==> src/rtl/inta_sequencer_pkg.sv <==
// Shared definitions for the 8259A interrupt-acknowledge sequencer.
// Holds the FSM state encoding, default timing parameters, the INTA_n
// asserted level and a helper that sizes the shared phase down-counter.
package inta_sequencer_pkg;

  typedef enum logic [2:0] {
    IDLE,
    P1,
    GAP,
    P2,
    VALID,
    RECOVER
  } state_t;

  localparam int PULSE_W_DEF   = 2;
  localparam int GAP_W_DEF     = 2;
  localparam int RECOVER_W_DEF = 4;

  // INTA_n is active low on the PIC side.
  localparam logic INTA_ASSERTED = 1'b0;

  function automatic int max3(input int a, input int b, input int c);
    int m;
    m = (a > b) ? a : b;
    return (m > c) ? m : c;
  endfunction

  // One counter times P1, GAP, P2 and RECOVER, so it must hold the longest load.
  function automatic int cnt_width(input int pulse_w, input int gap_w, input int recover_w);
    return $clog2(max3(pulse_w, gap_w, recover_w)) + 1;
  endfunction

endpackage

==> src/rtl/inta_sequencer_if.sv <==
// Signal bundle between the CPU core / PIC pins and the INTA sequencer.
//   INT       PIC interrupt request (asynchronous to clk)
//   IE        core interrupt-enable flag
//   D         PIC data bus, carries the vector during the second INTA pulse
//   vec_ready core accepts the vector
//   INTA_n    acknowledge strobe to the PIC, active low
//   vec_valid captured vector available
//   vec       captured vector byte
//   busy      sequencer is not idle
// master: the sequencer itself.  slave: the surrounding PIC/core side.
interface inta_sequencer_if;
  logic       INT;
  logic       IE;
  logic [7:0] D;
  logic       vec_ready;
  logic       INTA_n;
  logic       vec_valid;
  logic [7:0] vec;
  logic       busy;

  modport master (
    input  INT, IE, D, vec_ready,
    output INTA_n, vec_valid, vec, busy
  );

  modport slave (
    output INT, IE, D, vec_ready,
    input  INTA_n, vec_valid, vec, busy
  );
endinterface

==> src/rtl/inta_sequencer_sync_ff.sv <==
// Generic multi-flop synchroniser for a single asynchronous level.
// Used for the PIC INT line; suitable for other PIC-side async inputs.
//   clk    destination clock
//   reset  asynchronous, active-high; clears the whole chain to 0
//   i_d    asynchronous input level
//   o_q    synchronised level, STAGES clocks of latency
module inta_sequencer_sync_ff #(
  parameter int STAGES = 2
) (
  input  logic clk,
  input  logic reset,
  input  logic i_d,
  output logic o_q
);

  logic [STAGES-1:0] r_chain;

  // NOTE: sequential state is written with <= so every flop in the chain
  // samples the value its neighbour held before this edge.
  always_ff @(posedge clk or posedge reset) begin
    if (reset) begin
      r_chain <= '0;
    end else begin
      r_chain <= {r_chain[STAGES-2:0], i_d};
    end
  end

  assign o_q = r_chain[STAGES-1];

endmodule

==> src/rtl/inta_sequencer.sv <==
// CPU-side counterpart of the 8259A PIC.  Detects a synchronised INT while
// interrupts are enabled, drives the two-pulse active-low INTA_n sequence,
// captures the vector from D at the end of the second pulse and hands it to
// the core over a valid/ready handshake, then idles RECOVER_W cycles before
// looking at INT again.
//   clk    system clock, rising edge
//   reset  asynchronous, active-high
//   bus    inta_sequencer_if.master (INT, IE, D, vec_ready in;
//          INTA_n, vec_valid, vec, busy out)
module inta_sequencer
  import inta_sequencer_pkg::*;
#(
  parameter int PULSE_W     = PULSE_W_DEF,
  parameter int GAP_W       = GAP_W_DEF,
  parameter int RECOVER_W   = RECOVER_W_DEF,
  parameter int SYNC_STAGES = 2
) (
  input  logic              clk,
  input  logic              reset,
  inta_sequencer_if.master  bus
);

  localparam int CW = cnt_width(PULSE_W, GAP_W, RECOVER_W);

  // Counter loads are "cycles - 1": the phase ends on the edge that sees zero.
  localparam logic [CW-1:0] PULSE_LD   = CW'(PULSE_W - 1);
  localparam logic [CW-1:0] GAP_LD     = CW'(GAP_W - 1);
  localparam logic [CW-1:0] RECOVER_LD = CW'(RECOVER_W - 1);
  localparam logic [CW-1:0] CNT_ONE    = CW'(1);

  state_t        r_state;
  logic [CW-1:0] r_cnt;
  logic          r_inta_n;
  logic          r_vec_valid;
  logic [7:0]    r_vec;
  logic          r_busy;
  logic          w_int_sync;

  inta_sequencer_sync_ff #(
    .STAGES (SYNC_STAGES)
  ) u_int_sync (
    .clk   (clk),
    .reset (reset),
    .i_d   (bus.INT),
    .o_q   (w_int_sync)
  );

  always_ff @(posedge clk or posedge reset) begin
    if (reset) begin
      // NOTE: the vector register is reset too, because vec is a visible
      // output that must read 8'h00 straight out of reset.
      r_state     <= IDLE;
      r_cnt       <= '0;
      r_inta_n    <= ~INTA_ASSERTED;
      r_vec_valid <= 1'b0;
      r_vec       <= 8'h00;
      r_busy      <= 1'b0;
    end else begin
      case (r_state)
        IDLE: begin
          // IE only matters here: once P1 starts the PIC needs both pulses.
          if (w_int_sync && bus.IE) begin
            r_state  <= P1;
            r_cnt    <= PULSE_LD;
            r_inta_n <= INTA_ASSERTED;
            r_busy   <= 1'b1;
          end
        end
        P1: begin
          if (r_cnt == '0) begin
            r_state  <= GAP;
            r_cnt    <= GAP_LD;
            r_inta_n <= ~INTA_ASSERTED;
          end else begin
            r_cnt <= r_cnt - CNT_ONE;
          end
        end
        GAP: begin
          if (r_cnt == '0) begin
            r_state  <= P2;
            r_cnt    <= PULSE_LD;
            r_inta_n <= INTA_ASSERTED;
          end else begin
            r_cnt <= r_cnt - CNT_ONE;
          end
        end
        P2: begin
          // D is still driven by the PIC on the edge that ends the pulse.
          if (r_cnt == '0) begin
            r_state     <= VALID;
            r_inta_n    <= ~INTA_ASSERTED;
            r_vec       <= bus.D;
            r_vec_valid <= 1'b1;
          end else begin
            r_cnt <= r_cnt - CNT_ONE;
          end
        end
        VALID: begin
          if (r_vec_valid && bus.vec_ready) begin
            r_state     <= RECOVER;
            r_cnt       <= RECOVER_LD;
            r_vec_valid <= 1'b0;
          end
        end
        RECOVER: begin
          if (r_cnt == '0) begin
            r_state <= IDLE;
            r_busy  <= 1'b0;
          end else begin
            r_cnt <= r_cnt - CNT_ONE;
          end
        end
        default: begin
          r_state     <= IDLE;
          r_cnt       <= '0;
          r_inta_n    <= ~INTA_ASSERTED;
          r_vec_valid <= 1'b0;
          r_busy      <= 1'b0;
        end
      endcase
    end
  end

  assign bus.INTA_n    = r_inta_n;
  assign bus.vec_valid = r_vec_valid;
  assign bus.vec       = r_vec;
  assign bus.busy      = r_busy;

endmodule

==> src/flat_wrapper.sv <==
// flat-port wrapper written by rule: the top's interface ports become plain ports
module inta_sequencer_flat import inta_sequencer_pkg::*;
#(
  parameter int PULSE_W     = PULSE_W_DEF,
  parameter int GAP_W       = GAP_W_DEF,
  parameter int RECOVER_W   = RECOVER_W_DEF,
  parameter int SYNC_STAGES = 2
)
  (clk, reset, bus_INT, bus_IE, bus_D, bus_vec_ready, bus_INTA_n, bus_vec_valid, bus_vec, bus_busy);
  inta_sequencer_if bus_i ();
  input  logic clk;
  input  logic reset;
  input wire logic [$bits(bus_i.INT)-1:0] bus_INT;
  input wire logic [$bits(bus_i.IE)-1:0] bus_IE;
  input wire logic [$bits(bus_i.D)-1:0] bus_D;
  input wire logic [$bits(bus_i.vec_ready)-1:0] bus_vec_ready;
  output wire logic [$bits(bus_i.INTA_n)-1:0] bus_INTA_n;
  output wire logic [$bits(bus_i.vec_valid)-1:0] bus_vec_valid;
  output wire logic [$bits(bus_i.vec)-1:0] bus_vec;
  output wire logic [$bits(bus_i.busy)-1:0] bus_busy;
  assign bus_i.INT = bus_INT;
  assign bus_i.IE = bus_IE;
  assign bus_i.D = bus_D;
  assign bus_i.vec_ready = bus_vec_ready;
  assign bus_INTA_n = bus_i.INTA_n;
  assign bus_vec_valid = bus_i.vec_valid;
  assign bus_vec = bus_i.vec;
  assign bus_busy = bus_i.busy;
  inta_sequencer #(.PULSE_W(PULSE_W), .GAP_W(GAP_W), .RECOVER_W(RECOVER_W), .SYNC_STAGES(SYNC_STAGES)) u_core (.clk(clk), .reset(reset), .bus(bus_i));
endmodule
==> config.mk <==
export PLATFORM = sky130hd
export DESIGN_NAME = inta_sequencer_flat
export DESIGN_NICKNAME = d
export VERILOG_FILES = /design/src/rtl/inta_sequencer_pkg.sv /design/src/rtl/inta_sequencer_if.sv /design/src/rtl/inta_sequencer_sync_ff.sv /design/src/rtl/inta_sequencer.sv /design/src/flat_wrapper.sv
export SDC_FILE = /design/constraint.sdc
export NUM_CORES = 1
export LEC_CHECK = 0
export CELL_PAD_IN_SITES_DETAIL_PLACEMENT = 2
export CELL_PAD_IN_SITES_GLOBAL_PLACEMENT = 2
export CORE_ASPECT_RATIO = 1.5
export CORE_MARGIN = 2
export CORE_UTILIZATION = 33
export DETAILED_ROUTE_END_ITERATION = 7
export PLACE_DENSITY = 0.8
export SKIP_LAST_GASP = 1
export SYNTH_ARGS = -nofsm -noshare
export SYNTH_HDL_FRONTEND = slang
export SYNTH_SLANG_ARGS = --single-unit
==> constraint.sdc <==
create_clock -name clk -period 3.5 [get_ports clk]
set_clock_uncertainty 0.05 [all_clocks]
set_input_delay 0.525 -clock clk [delete_from_list [all_inputs] [get_ports clk]]
set_output_delay 0.525 -clock clk [all_outputs]
set_load 0.005 [all_outputs]
==> impl_metrics.yaml, run 1 <==
run_status:
  status: "finished, final reports clean"
placement:
  hpwl_um: 1640
  numPortBuffers: 23
  place_area_mm2: 0.00120
  gp_congestion: 0.742
clocking:
  post-cts-setup-buffers: 0
  clockBufferDepth: 2
  cts_resized: 0
  cts_tree: "done"
  numCtsBuffers: 3
  root_buffer: "clkbuf_8"
  insertion_delay_ps: 260
  path_clk_slew_ps: 70
  htreeDepth: 1
  cts_hold_buf: 0
  clock_sinks: 19
global_routing:
  grt_pass1_vias: 804
  grt_pass1_wl_um: 3760
  grt-ovfl-total: 0
  grt_usage: 0.160
  grt_max_degree: 20
  grt_antenna_before_repair: 0
power_and_ir_drop:
  finalPower_w: 0.00108
  power.internal_w: 0.000693
  power_density_mw_per_mm2: 861
  p_seq_frac: 0.391
  pwr-share-clk: 0.146
  pwr-share-comb: 0.463
  p_leak_nw: 0.539
  swShare: 0.355
  p_sw_w: 0.000382
  ir_drop_uv: 341
worst_setup_path:
  crit_path_max_incr_delay_ps: 380
  arrival_ps: 2130
  critPathMaxFanout: 9
  criticalPathCategory: "reg -> reg"
  r2r_start: "u_core.r_cnt[0]"
  cp.required_ps: 3600
  slowest_stage: "dfrtp_1"
  startpoint_type: "flop"
  endpoint_kind: "flop"
  worst-r2r-cell-count: 6
  cp_num_buf_inv: 1
  timing.rr.end: "u_core.bus.vec[4]"
  crit_chain: "inv_1, ha_1, nor2b_1, nand2_1, nor2_4, mux2_2"
  critical_path.top_delay_family: "simple AND/OR/NAND/NOR gates"
  r2r_setup_slack_ps: 1480
synthesis:
  dominantRegCellSynth: "dfrtp_1"
  synth-seq-cells: 19
  synth_top_area_frac: 0.471
  avgSynthCellArea_um2: 12.1
  yosysWarningCount: 0
  synth.distinct_cells: 36
  yosysMostFrequentCell: "dfrtp_1"
  netlist_instances: 79
  synth_edf_count: 0
  synth_top_cell_by_area: "dfrtp_1"
  synth.cell_area_um2: 956
  synth.area.top_cells: "dfrtp_1 47%, mux2_2 9.4%, dfstp_2 2.7%, ha_1 2.6%, buf_6 2.4%"
  async_flop_share: 1.00
  yosysSeqAreaShare: 0.499
  synth.top_cells.by_count: "18 x dfrtp_1, 8 x mux2_2, 5 x inv_1"
  synth_nets: 94
hold_path:
  min_to: "u_core.u_int_sync.r_chain[1]"
  holdCritStartpoint: "u_core.u_int_sync.r_chain[0]"
  min_path_cells: 0
  hold_class: "reg -> reg"
finish:
  multiInputGateArea_um2: 430
  antenna_cells: 0
  drive_above_1_share: 0.214
  syn2layout_area_growth_pct: 30.6
  seq_area_um2: 477
  fill_cells: 306
  design_area_mm2: 0.00125
  final_nets: 119
die:
  core-area_mm2: 0.00271
  initial_core_util: 0.353
  num_rows: 23
  dieArea_mm2: 0.00335
  io_pins: 24
  die_w_um: 47.9
  die_y_um: 69.9
timing:
  finalCritPeriodShare: 0.578
  rsz0062_at_grt: "no"
  tightestPinTransition_ps: 741
  slew_violations: 0
  fin_crit_ps: 2020
  relSlewSlack: 0.505
  finalSetupTns_ps: 0
  timing.hold.ws_ps: 308
  setup_viol_count_final: 0
  max_freq_ghz: 0.494
  finalHoldViolCount: 0
drt:
  drt_first_pass_iters: 3
  vias_per_cell: 5.07
  ant_nets: 0
  via_count: 710
  wl_per_cell_um: 16.3
  drtIter0Drc: 10
  drt-total-wl_um: 2280
  drc: 0
job:
  drv_cap: 0
[cell usage in the layout, fill, tap and decap left out, types with 2 or more instances in the layout]
master	count
and3b_1	2
dfrtp_1	18
clkdlybuf4s50_1	23
nand2_1	4
inv_1	5
o21ai_0	4
a21oi_1	4
nor2_1	4
clkbuf_8	3
mux2_2	8
ha_1	2
[cells by family (layout without fill, tap and decap cells)]
group,count (synthesis),after routing,synth area share
AO/OA/AOI/OAI,22,22,0.185
adder cells (fa/ha/maj),2,2,0.0262
buffers and inverters,8,32,0.0511
flip-flops,19,19,0.499
multiplexers,9,9,0.110
XOR/XNOR,2,2,0.0183
AND/OR/NAND/NOR,17,17,0.111
[layer usage]
metal  part of all wire  vias up  GRT usage
met5                  0        -          0
met4              0.027        0     0.0901
met3              0.032        5     0.0388
met2               0.52       17      0.250
met1               0.42      355      0.189
li1                   -      333          -
[registers in the layout (all words and copies together), names as in the netlist]
register / count
u_core.bus.vec: 8
u_core.bus.vec_valid: 1
u_core.bus.INTA_n: 1
u_core.bus.busy: 1
u_core.r_cnt: 3
u_core.u_int_sync.r_chain: 2
u_core.r_state: 3
[final cells by class]
cell class                      count  share of cell area
Sequential cell                    19               0.382
Multi-Input combinational cell     52               0.345
Timing Repair Buffer               23               0.184
Tap cell                           37              0.0371
Clock buffer                        3              0.0331
Inverter                            5              0.0150
Clock inverter                      1             0.00401
[stage by stage]
stage | utilization | cells | setup slack, ps
after CTS | 0.462 | 140 | 1440
after global routing | 0.462 | 140 | 1350
final | 0.462 | 140 | 1480
after floorplan | - | 79 | 1840
after detailed placement | 0.444 | 136 | 1370
after global placement | 0.444 | 136 | 1410
[power by group through the flow]
stage               clock network, W  registers, W  logic (W)
global placement                   0      0.000413   0.000488
finish                      0.000157      0.000420   0.000498
CTS                         0.000163      0.000421   0.000508
floorplan                          0      0.000381   0.000350
detailed placement                 0      0.000423   0.000502
global route                0.000170      0.000436   0.000552
[worst max-delay path by stage]
stage,start,end,depth (start not counted)
CTS,u_core.r_cnt[0],u_core.bus.vec[4],6
global route,u_core.r_cnt[0],u_core.bus.vec[4],6
global placement,bus_IE,u_core.r_cnt[1],4
floorplan,u_core.r_cnt[0],u_core.bus.vec[0],6
finish,u_core.r_cnt[0],u_core.bus.vec[4],6
detailed placement,bus_IE,u_core.r_cnt[1],4
No activity file was read; power rests on OpenSTA's default activity.
==> run 2, diff against run 1 <==
- CORE_UTILIZATION: 33 -> 30
- PLACE_DENSITY: 0.8 -> 0.74
- clock period: 3.5 -> 2 ns (I/O delays scaled with it)
==> run 2 against run 1 <==
Net effect:
- non-clock buffer count increased by 3
- clock power increased by 76%
- setup slack got worse by 1300 ps
- die area increased by 9.3%
- utilization decreased by 4.5 points
- hold slack improved by 7.6 ps
- final cell count increased by 5.0%
- largest cell class unchanged
- highest routed layer unchanged
==> impl_metrics.yaml, run 2 (synthesis gave the netlist of run 1 again) <==
global_routing:
  grt_pass1_wl_um: 4030
  grt_pass1_vias: 823
  grt_antenna_before_repair: 0
  grt-ovfl-total: 0
  grt_usage: 0.148
  grt_max_degree: 20
drt:
  wl_per_cell_um: 17.0
  drt-total-wl_um: 2510
  dr.max_layer_used: "met4"
  route.met2.wl_um: 1360
  ant_nets: 0
  vias_per_cell: 5.08
  wl_met1_um: 967
  drt_first_pass_iters: 4
  drtIter0Drc: 8
  via_count: 747
  met3_length_um: 81
  drc: 0
die:
  die_y_um: 73.1
  num_rows: 25
  core-area_mm2: 0.00310
  die_w_um: 50.1
  dieArea_mm2: 0.00366
  initial_core_util: 0.309
  io_pins: 24
worst_setup_path:
  r2r_start: "u_core.r_state[1]"
  endpoint_kind: "flop"
  critPathMaxFanout: 16
  timing.rr.end: "u_core.r_cnt[1]"
  criticalPathCategory: "reg -> reg"
  arrival_ps: 1960
  endpoint: "u_core.r_cnt[1]"
  startpoint_type: "flop"
  crit_path_start: "u_core.r_state[1]"
  worst-r2r-cell-count: 3
  cp.required_ps: 2100
  r2r_setup_slack_ps: 140
power_and_ir_drop:
  power.internal_w: 0.00124
  p_leak_nw: 0.556
  ir_drop_uv: 763
  p_sw_w: 0.000710
  pwr-share-comb: 0.481
  power_density_mw_per_mm2: 1510
  swShare: 0.365
  pwr-share-clk: 0.142
  p_seq_frac: 0.377
placement:
  numPortBuffers: 23
  hpwl_um: 1850
  dp.cells: 142
  gp_congestion: 0.775
  post-place-ws_ps: 75.8
  place_area_mm2: 0.00123
finish:
  stdcell_count: 147
  layout_commonest_cell: "clkdlybuf4s50_1"
  largest_register_ffs: 8
  final_cell_mix: "23 x clkdlybuf4s50_1, 18 x dfrtp_1, 8 x mux2_2"
  design_area_mm2: 0.00129
  antenna_cells: 0
  final_nets: 123
  syn2layout_area_growth_pct: 35.1
  drive_above_1_share: 0.262
timing:
  tightestPinTransition_ps: 567
  finalHoldViolCount: 0
  fin_crit_ps: 1860
  relSlewSlack: 0.622
  max_freq_ghz: 0.539
  slew_violations: 0
  setup_slack_ps: 143
  finalCritPeriodShare: 0.928
  rsz0062_at_grt: "no"
  finalSetupTns_ps: 0
  timing.hold.ws_ps: 315
  setup_viol_count_final: 0
clocking:
  insertion_delay_ps: 260
  numCtsBuffers: 3
  clockBufferDepth: 2
  cts_tree: "done"
  clock_sinks: 19
  post-cts-setup-buffers: 0
  root_buffer: "clkbuf_8"
  path_clk_slew_ps: 80
  htreeDepth: 1
job:
  drv_cap: 0
hold_path:
  hold_class: "in -> async"
run_status:
  status: "finished, final reports clean"
==> run 2: layout make-up <==
class | instances | area [um2]
Clock buffer | 3 | 41.3
Clock inverter | 1 | 5.00
Fill cell | 326 | 1810
Inverter | 5 | 18.8
Multi-Input combinational cell | 53 | 447
Sequential cell | 19 | 477
Tap cell | 40 | 50.0
Timing Repair Buffer | 26 | 253
==> run 2: worst max-delay path: stages, from the launching register on <==
cell and delay (ps):
dfrtp_1 700, a211oi_1 170, a221oi_2 480, mux2_4 340
==> run 2: layer usage <==
layer	GRT usage	up-vias
met5	0	-
met4	0.0864	0
met3	0.0307	7
met2	0.265	21
met1	0.158	378
li1	-	341
==> run 2: worst min-delay path by stage <==
| stage | end | start | slack (ps) |
|---|---|---|---|
| 2_1_floorplan | u_core.bus.busy | reset | 200 |
| 3_3_place_gp | u_core.u_int_sync.r_chain[1] | u_core.u_int_sync.r_chain[0] | 290 |
| 3_5_place_dp | u_core.u_int_sync.r_chain[1] | u_core.u_int_sync.r_chain[0] | 290 |
| 4_1_cts | u_core.u_int_sync.r_chain[1] | u_core.u_int_sync.r_chain[0] | 320 |
| 5_1_grt | u_core.u_int_sync.r_chain[1] | u_core.u_int_sync.r_chain[0] | 320 |
| 6_report | u_core.r_cnt[0] | reset | 320 |
==> run 2: power by group through the flow <==
stage | clock (W) | combinational [W] | sequential, W
after global routing | 0.000297 | 0.00104 | 0.000768
after CTS | 0.000281 | 0.000925 | 0.000734
after global placement | 0 | 0.000872 | 0.000731
after floorplan | 0 | 0.000613 | 0.000667
final | 0.000276 | 0.000935 | 0.000734
after detailed placement | 0 | 0.000916 | 0.000739
==> run 2: timing repair <==
item,4_1_cts,5_1_grt
endpoints found under the setup margin,0,8
gates resized for setup,0,3
hold buffers,0,0
==> run 2: metrics by stage <==
stage,util,total power (W)
after floorplan,-,0.00128
after global placement,0.397,0.00160
after detailed placement,0.397,0.00166
after CTS,0.412,0.00194
after global routing,0.417,0.00210
final,0.417,0.00195
